**config.mk**
```make
export PLATFORM = sky130hd
export DESIGN_NAME = madd_share_ctrl
export DESIGN_NICKNAME = d
export VERILOG_FILES = /design/src/rtl/madd_ctrl_pkg.sv /design/src/rtl/madd_rr_arb.sv /design/src/rtl/madd_share_ctrl.sv
export SDC_FILE = /design/constraint.sdc
export NUM_CORES = 1
export LEC_CHECK = 0
export BUFFER_PORTS_ARGS = -buffer_cell sky130_fd_sc_hd__buf_4
export CAP_MARGIN = 20
export CORE_UTILIZATION = 40
export DETAILED_ROUTE_END_ITERATION = 10
export GPL_ROUTABILITY_DRIVEN = 0
export PLACE_DENSITY = 0.83
export SLEW_MARGIN = 25
export SYNTH_ARGS = -nofsm -noshare
export SYNTH_HDL_FRONTEND = slang
export SYNTH_SLANG_ARGS = --single-unit
```
**constraint.sdc**
```tcl
create_clock -name clk -period 2.6 [get_ports clk]
set_clock_uncertainty 0.1 [all_clocks]
set_input_delay 0.26 -clock clk [delete_from_list [all_inputs] [get_ports clk]]
set_output_delay 0.26 -clock clk [all_outputs]
set_load 0.03 [all_outputs]
```
**src/rtl/madd_ctrl_pkg.sv**
```systemverilog
// Shared types and helpers for the madd_share_ctrl sequencer:
// the FSM state encoding and the exact multiply-add reference.
package madd_ctrl_pkg;

  localparam int DP_IN_W  = 6;
  localparam int DP_OUT_W = 4;

  typedef enum logic [1:0] {
    IDLE = 2'd0,
    EXEC = 2'd1,
    RESP = 2'd2
  } state_t;

  // op = {c[1:0], b[1:0], a[1:0]}; result a*b+c never exceeds 12
  function automatic logic [DP_OUT_W-1:0] madd_exact(input logic [DP_IN_W-1:0] op);
    logic [DP_OUT_W-1:0] prod;
    prod = {2'b00, op[1:0]} * {2'b00, op[3:2]};
    return prod + {2'b00, op[5:4]};
  endfunction

  function automatic logic [3:0] absdiff4(input logic [3:0] x, input logic [3:0] y);
    return (x >= y) ? (x - y) : (y - x);
  endfunction

endpackage

```
**src/rtl/madd_rr_arb.sv**
```systemverilog
// Round-robin arbiter: first asserted request at or above ptr, with wrap,
// reported as a one-hot grant plus its index.
module madd_rr_arb #(
  parameter int N_REQ = 2,
  parameter int TAG_W = $clog2(N_REQ)
) (
  input  logic [N_REQ-1:0] req,
  input  logic [TAG_W-1:0] ptr,
  output logic [N_REQ-1:0] grant,
  output logic [TAG_W-1:0] idx,
  output logic             any
);

  logic [TAG_W-1:0] cand;
  logic             hit;

  // Scan from ptr upward; the first hit latches and masks later candidates
  always_comb begin
    grant = '0;
    idx   = '0;
    any   = 1'b0;
    cand  = '0;
    hit   = 1'b0;
    for (int k = 0; k < N_REQ; k++) begin
      cand        = TAG_W'((int'(ptr) + k) % N_REQ);
      hit         = !any && req[cand];
      grant[cand] = grant[cand] | hit;
      idx         = hit ? cand : idx;
      any         = any | hit;
    end
  end

endmodule

```
**src/rtl/madd_share_ctrl.sv**
```systemverilog
// Time-shares one approximate multiply-add datapath among N_REQ requesters.
// Define MADD_ERR_MON_EN to build the approximation-error monitor counters.
module madd_share_ctrl
  import madd_ctrl_pkg::*;
#(
  parameter int N_REQ = 2,
  parameter int ET    = 3,
  parameter int CNT_W = 16
) (
  input  logic                       clk,
  input  logic                       rst,
  input  logic [N_REQ-1:0]           req_valid,
  output logic [N_REQ-1:0]           req_ready,
  input  logic [DP_IN_W*N_REQ-1:0]   req_op,
  output logic [DP_IN_W-1:0]         dp_in,
  input  logic [DP_OUT_W-1:0]        dp_out,
  input  logic                       cfg_exact,
  output logic                       resp_valid,
  input  logic                       resp_ready,
  output logic [DP_OUT_W-1:0]        resp_data,
  output logic [$clog2(N_REQ)-1:0]   resp_tag,
  output logic                       busy,
  input  logic                       clr_stats,
  output logic [CNT_W-1:0]           ops_cnt,
  output logic [CNT_W-1:0]           err_cnt,
  output logic [CNT_W-1:0]           viol_cnt,
  output logic [3:0]                 err_max
);

  localparam int TAG_W = $clog2(N_REQ);

  state_t             state;
  state_t             next_state;
  logic [N_REQ-1:0]   grant;
  logic [TAG_W-1:0]   grant_idx;
  logic               grant_any;
  logic               handshake;
  logic [TAG_W-1:0]   rr_ptr;
  logic [TAG_W-1:0]   tag_q;
  logic [DP_IN_W-1:0] grant_op;
  logic [DP_OUT_W-1:0] exact;

  madd_rr_arb #(.N_REQ(N_REQ), .TAG_W(TAG_W)) u_arb (
    .req   (req_valid),
    .ptr   (rr_ptr),
    .grant (grant),
    .idx   (grant_idx),
    .any   (grant_any)
  );

  assign exact = madd_exact(dp_in);
  assign busy  = (state != IDLE);

  always_comb begin
    grant_op = '0;
    for (int i = 0; i < N_REQ; i++) begin
      grant_op = grant_op | (req_op[i*DP_IN_W +: DP_IN_W] & {DP_IN_W{grant[i]}});
    end
  end

  always_ff @(posedge clk or posedge rst) begin
    if (rst) begin
      state <= IDLE;
    end else begin
      state <= next_state;
    end
  end

  // Grants are offered only in IDLE; a response blocks the arbiter until taken
  always_comb begin
    next_state = state;
    req_ready  = '0;
    handshake  = 1'b0;
    case (state)
      IDLE: begin
        if (grant_any) begin
          req_ready  = grant;
          handshake  = 1'b1;
          next_state = EXEC;
        end else begin
          next_state = IDLE;
        end
      end
      EXEC: next_state = RESP;
      RESP: begin
        if (resp_ready) begin
          next_state = IDLE;
        end else begin
          next_state = RESP;
        end
      end
      default: next_state = IDLE;
    endcase
  end

  always_ff @(posedge clk or posedge rst) begin
    if (rst) begin
      rr_ptr     <= '0;
      tag_q      <= '0;
      dp_in      <= '0;
      resp_valid <= 1'b0;
      resp_data  <= '0;
      resp_tag   <= '0;
    end else begin
      if (handshake) begin
        dp_in  <= grant_op;
        tag_q  <= grant_idx;
        rr_ptr <= (grant_idx == TAG_W'(N_REQ - 1)) ? '0 : grant_idx + 1'b1;
      end
      // cfg_exact only matters on the capture edge leaving EXEC
      if (state == EXEC) begin
        resp_data  <= cfg_exact ? exact : dp_out;
        resp_tag   <= tag_q;
        resp_valid <= 1'b1;
      end else if ((state == RESP) && resp_ready) begin
        resp_valid <= 1'b0;
      end
    end
  end

`ifdef MADD_ERR_MON_EN
  localparam logic [CNT_W-1:0] CNT_MAX = {CNT_W{1'b1}};
  logic [3:0] err_d;

  assign err_d = absdiff4(exact, dp_out);

  // Saturating error statistics; clr_stats overrides a same-cycle update
  always_ff @(posedge clk or posedge rst) begin
    if (rst) begin
      ops_cnt  <= '0;
      err_cnt  <= '0;
      viol_cnt <= '0;
      err_max  <= 4'd0;
    end else if (clr_stats) begin
      ops_cnt  <= '0;
      err_cnt  <= '0;
      viol_cnt <= '0;
      err_max  <= 4'd0;
    end else if (state == EXEC) begin
      if (ops_cnt != CNT_MAX) ops_cnt <= ops_cnt + 1'b1;
      if ((err_d != 4'd0) && (err_cnt != CNT_MAX)) err_cnt <= err_cnt + 1'b1;
      if ((err_d > 4'(ET)) && (viol_cnt != CNT_MAX)) viol_cnt <= viol_cnt + 1'b1;
      if (err_d > err_max) err_max <= err_d;
    end
  end
`else
  logic unused_clr_stats;
  assign unused_clr_stats = clr_stats;
  assign ops_cnt  = '0;
  assign err_cnt  = '0;
  assign viol_cnt = '0;
  assign err_max  = 4'd0;
`endif

endmodule

```
Word level (Yosys, flattened, before mapping):

Index checks and enable logic that the tools add are counted.
Widths: inputs -> output; s select.

* flip-flop bits (word level): 16
* latch bits: 0
* memory bits (writable): 0
* ROM bits: 0
* input port bits: 23
* output and inout port bits: 67
* word-level logic and storage cells: 57
* memories kept: 0

* add/subtract/negate cells: 3
* multipliers: 1
* divide/modulo/power cells: 0
* $lt $le $gt $ge: 4
* eq/ne operators: 2
* shift operators: 0
* muxes and demuxes: 25
* bitwise operators: 7
* reduce and logical (&&, ||, !) cells: 8

Operators with widths (number)
* $mux 1: 17
* $and 6x6->6: 2
* $mux 2: 3
* $or 6x6->6: 1
* $pmux 2 s3: 1
* $add 4x2->4: 1
* $logic_and 1x1->1: 4
* $lt 1x2->1 const B: 2
* $mul 2x2->4: 1
* $mux 4: 1
* $reduce_bool 2->1: 2
* $or 1x1->1: 3
* $add 1x1->1 const B: 2
* $and 2x2->2: 1
* $bwmux 2: 1
* $demux 1 s1: 2
* $eq 2x1->1 const B: 1
* $eq 2x2->1 const B: 1
* $ge 1x1->1 const B: 2
* $logic_not 2->1: 1
* $logic_not 1->1: 1

Longest topological paths before layout:

* depth after elaboration: 11
* gate-level depth with buffers: 6
* mapped depth without buffers: 6

Hierarchy:

Synthesis repeated with hierarchy kept, for this count alone.

* cells, all modules: 119
* area total of the unflattened synthesis: 1280.0 sq um

By module, submodules not included
* madd_share_ctrl: instances 1, cells each 114, area an instance 1247.4 sq um, seq. area each 400.4 sq um
* madd_rr_arb: instances 1, cells each 5, area an instance 32.5 sq um, seq. area each 0.0 sq um

Worst setup path before layout:

Ideal clock, no wire load.

* path type: reg-to-reg
* start: register dp_in[0]
* end: register resp_data[2]
* library setup time: 0.128 ns
* arrival time: 1.978 ns
* data required time: 2.372 ns
* slack: 0.394 ns
* cell stages (with the launch flop): 7
* buffers on the path: 0
* clock period less this slack: 2.206 ns
* cell sequence: dfrtp_1 -> and2_1 -> fa_1 -> ha_1 -> fa_1 -> mux2i_1 -> o21ai_0

* word-level cells in the longest chain between the ends: 3

RTL lines
* start, declared: RTL line madd_share_ctrl.sv:15 `output logic [DP_IN_W-1:0] dp_in,`
* start signal, assigned: RTL line madd_share_ctrl.sv:106 `dp_in <= grant_op;`
* $mul 2x2->4: RTL line madd_ctrl_pkg.sv:17 `prod = {2'b00, op[1:0]} * {2'b00, op[3:2]};`
* $add 4x2->4: RTL line madd_ctrl_pkg.sv:18 `return prod + {2'b00, op[5:4]};`
* $mux 4: RTL line madd_share_ctrl.sv:112 `resp_data <= cfg_exact ? exact : dp_out;`
* end signal, assigned: RTL line madd_share_ctrl.sv:112
* end, declared: RTL line madd_share_ctrl.sv:20 `output logic [DP_OUT_W-1:0] resp_data,`

Every way passes these cells.
A chain may end at the register's enable or synchronous reset.

Worst setup path after layout:

Ends and elaborated chain as after synthesis.

==> results.toml <==
[outcome]
status = "finished clean"

[clock_network]
path_clk_slew_ns = 0.09
clockRootBuffer = "clkbuf_4"
cts_max_level = 1
numCtsBuffers = 3
cts_resized = 0
numClockSinks = 16
clk_latency_ns = 0.29
cts_tree = "done"
cts.path.max_buffers = 2

[synth]
yosysUniqueCellTypes = 27
synth_warnings = 0
netlist_area_um2 = 1300
yosysTopAreaCellShare_pct = 30.8
ys_top_cells_by_area = "dfrtp_1 (31%), buf_4 (31%), a21oi_2 (7.4%)"
synth-seq-cells = 16
yosysSeqAreaShare_pct = 30.8
avgSynthCellArea_um2 = 9.77
netlist_instances = 133
synth_area_leader_cell = "dfrtp_1"

[sta]
period_share_pct = 83.7
fin_crit_ns = 2.18
max-slew-margin-rel_pct = 58.9
max_freq_mhz = 459
setup-tns-final_ns = 0
worst_slew_pin_slew_ns = 0.616
hold_violations = 0
finalSetupViolCount = 0
slew_viol_final = 0
rsz0062_at_grt = "false"

[die]
dieHeight_um = 59.0
initial_utilization_pct = 42.2
ios = 90
dieArea_um2 = 3480
core-area_um2 = 3080
chipWidth_um = 59.0
num_rows = 20

[placement]
io_buffers = 36
dp_hpwl_um = 1840
placed_cells = 207
detailed_place.area_um2 = 1390

[grt]
grt_pass1_vias = 679
overflow = 0
grt_pass1_wl_um = 3360
grt_usage_pct = 13.2
antenna_found_initial = 0
grt_max_degree = 17

[cells_and_area]
final_cell_mix = "conb_1 (52), buf_4 (36), dfrtp_1 (16)"
synthToLayoutAreaGrowth_pct = 9.25
nets = 196
drive_above_1_share_pct = 32.3
instances_no_fill = 211
diodes = 0
final_util_pct = 46.1
layout_commonest_cell = "conb_1"
final_area_um2 = 1420

[routing]
drcViolationCount = 0
drt_iter0_drc = 12
antenna_left = 0
via_per_inst = 4.08
wl_per_cell_um = 10.6
via_count = 861
drt-pass1-iter-count = 4
wl_um = 2230

[job]
max-cap-violations = 0

[power]
leakagePower_uw = 0.000734
ir_drop_mv = 0.453
power_density_nw_per_um2 = 1190

[worst_setup_path]
start_kind = "flip-flop"
cp.required_ns = 2.66
criticalPathCategory = "reg -> reg"
end_kind = "flip-flop"
cp_data_arrival_time_ns = 2.24
critPathMaxFanout = 4

[min_path]
min_path_type = "in -> reg"
[metal layers]
metal	routed length [um]	global-route usage [%]	up-vias
met4	34	5.10	0
met5	0	0	-
met1	973	19.0	403
li1	-	-	407
met3	162	2.62	4
met2	1060	19.5	47
[power by group]
part	internal, uW	switching, uW	total, uW
sequential	375	115	490
combinational	385	672	1060
clock	53.9	80.2	134
[synthesized netlist by cell type]
| cell | count |
|---|---|
| buf_4 | 53 |
| dfrtp_1 | 16 |
| a21oi_2 | 11 |
| a32oi_1 | 6 |
| o21ai_0 | 6 |
| and2_1 | 5 |
| mux2i_1 | 4 |
| nand2_1 | 4 |
| a21oi_1 | 3 |
| inv_1 | 3 |
| nand2b_1 | 3 |
| buf_6 | 2 |
| fa_1 | 2 |
| ha_1 | 2 |
| a21boi_1 | 1 |
| a21o_1 | 1 |
| a31oi_1 | 1 |
| and3_2 | 1 |
| buf_2 | 1 |
| clkbuf_1 | 1 |
| conb_1 | 1 |
| inv_6 | 1 |
| mux2_1 | 1 |
| nand2_8 | 1 |
| nor2_1 | 1 |
| nor2_4 | 1 |
| or2_1 | 1 |
[worst max-delay path: stages, from the launching register on]
cell and delay, ns:
dfrtp_1 0.42, and2_1 0.18, fa_1 0.47, ha_1 0.22, fa_1 0.43, mux2i_1 0.14
o21ai_0 0.09
[final timing paths]
check	to	slack, ns	cells past startpoint	from
worst max-delay path	resp_data[2]	0.42	6	dp_in[0]
max in group asynchronous	rr_ptr	1.51	3	rst
min in group asynchronous	resp_data[1]	0.50	3	rst
worst max register to register	resp_data[2]	0.42	6	dp_in[0]
worst min-delay path	state[1]	0.08	2	resp_ready
worst min register to register	resp_data[1]	0.40	2	resp_data[1]
[stage by stage]
stage	total power (uW)	worst slack [ns]	hold slack, ns
6_report	1680	0.423	0.0810
5_1_grt	1810	0.291	0.0752
4_1_cts	1700	0.390	0.0866
3_5_place_dp	1570	0.414	0.271
3_3_place_gp	1520	0.469	0.261
2_1_floorplan	1310	0.394	0.0737
[layout make-up]
type                    count  area, um2
multi-input cells         107        641
flip-flops and latches     16        400
repair buffers             37        280
fillers                   305       1660
clock buffers               3       22.5
well taps                  44       55.1
inverters                   4       20.0
[registers in the layout, indices dropped and copies added (netlist names)]
register / count
dp_in: 6
resp_data: 4
resp_tag: 1
resp_valid: 1
rr_ptr: 1
state: 2
tag_q: 1
[cell families (layout without fill, tap and decap cells)]
family                     count (synthesis)  count (layout)  synth area share, %
adders and majority gates                  4               4                 5.01
muxes                                      5               5                 3.95
other                                      1              52                0.289
DFF                                       16              16                 30.8
buffers and inverters                     61              44                 34.6
and+or+nand+nor                           17              17                 8.77
AOI/OAI and AO/OA                         29              29                 16.6
[what timing repair did]
item,in CTS,in global routing
hold endpoints to repair,16,0
buffers inserted,0,0
hold buffers,1,0
(Power assumes the default switching activity.)
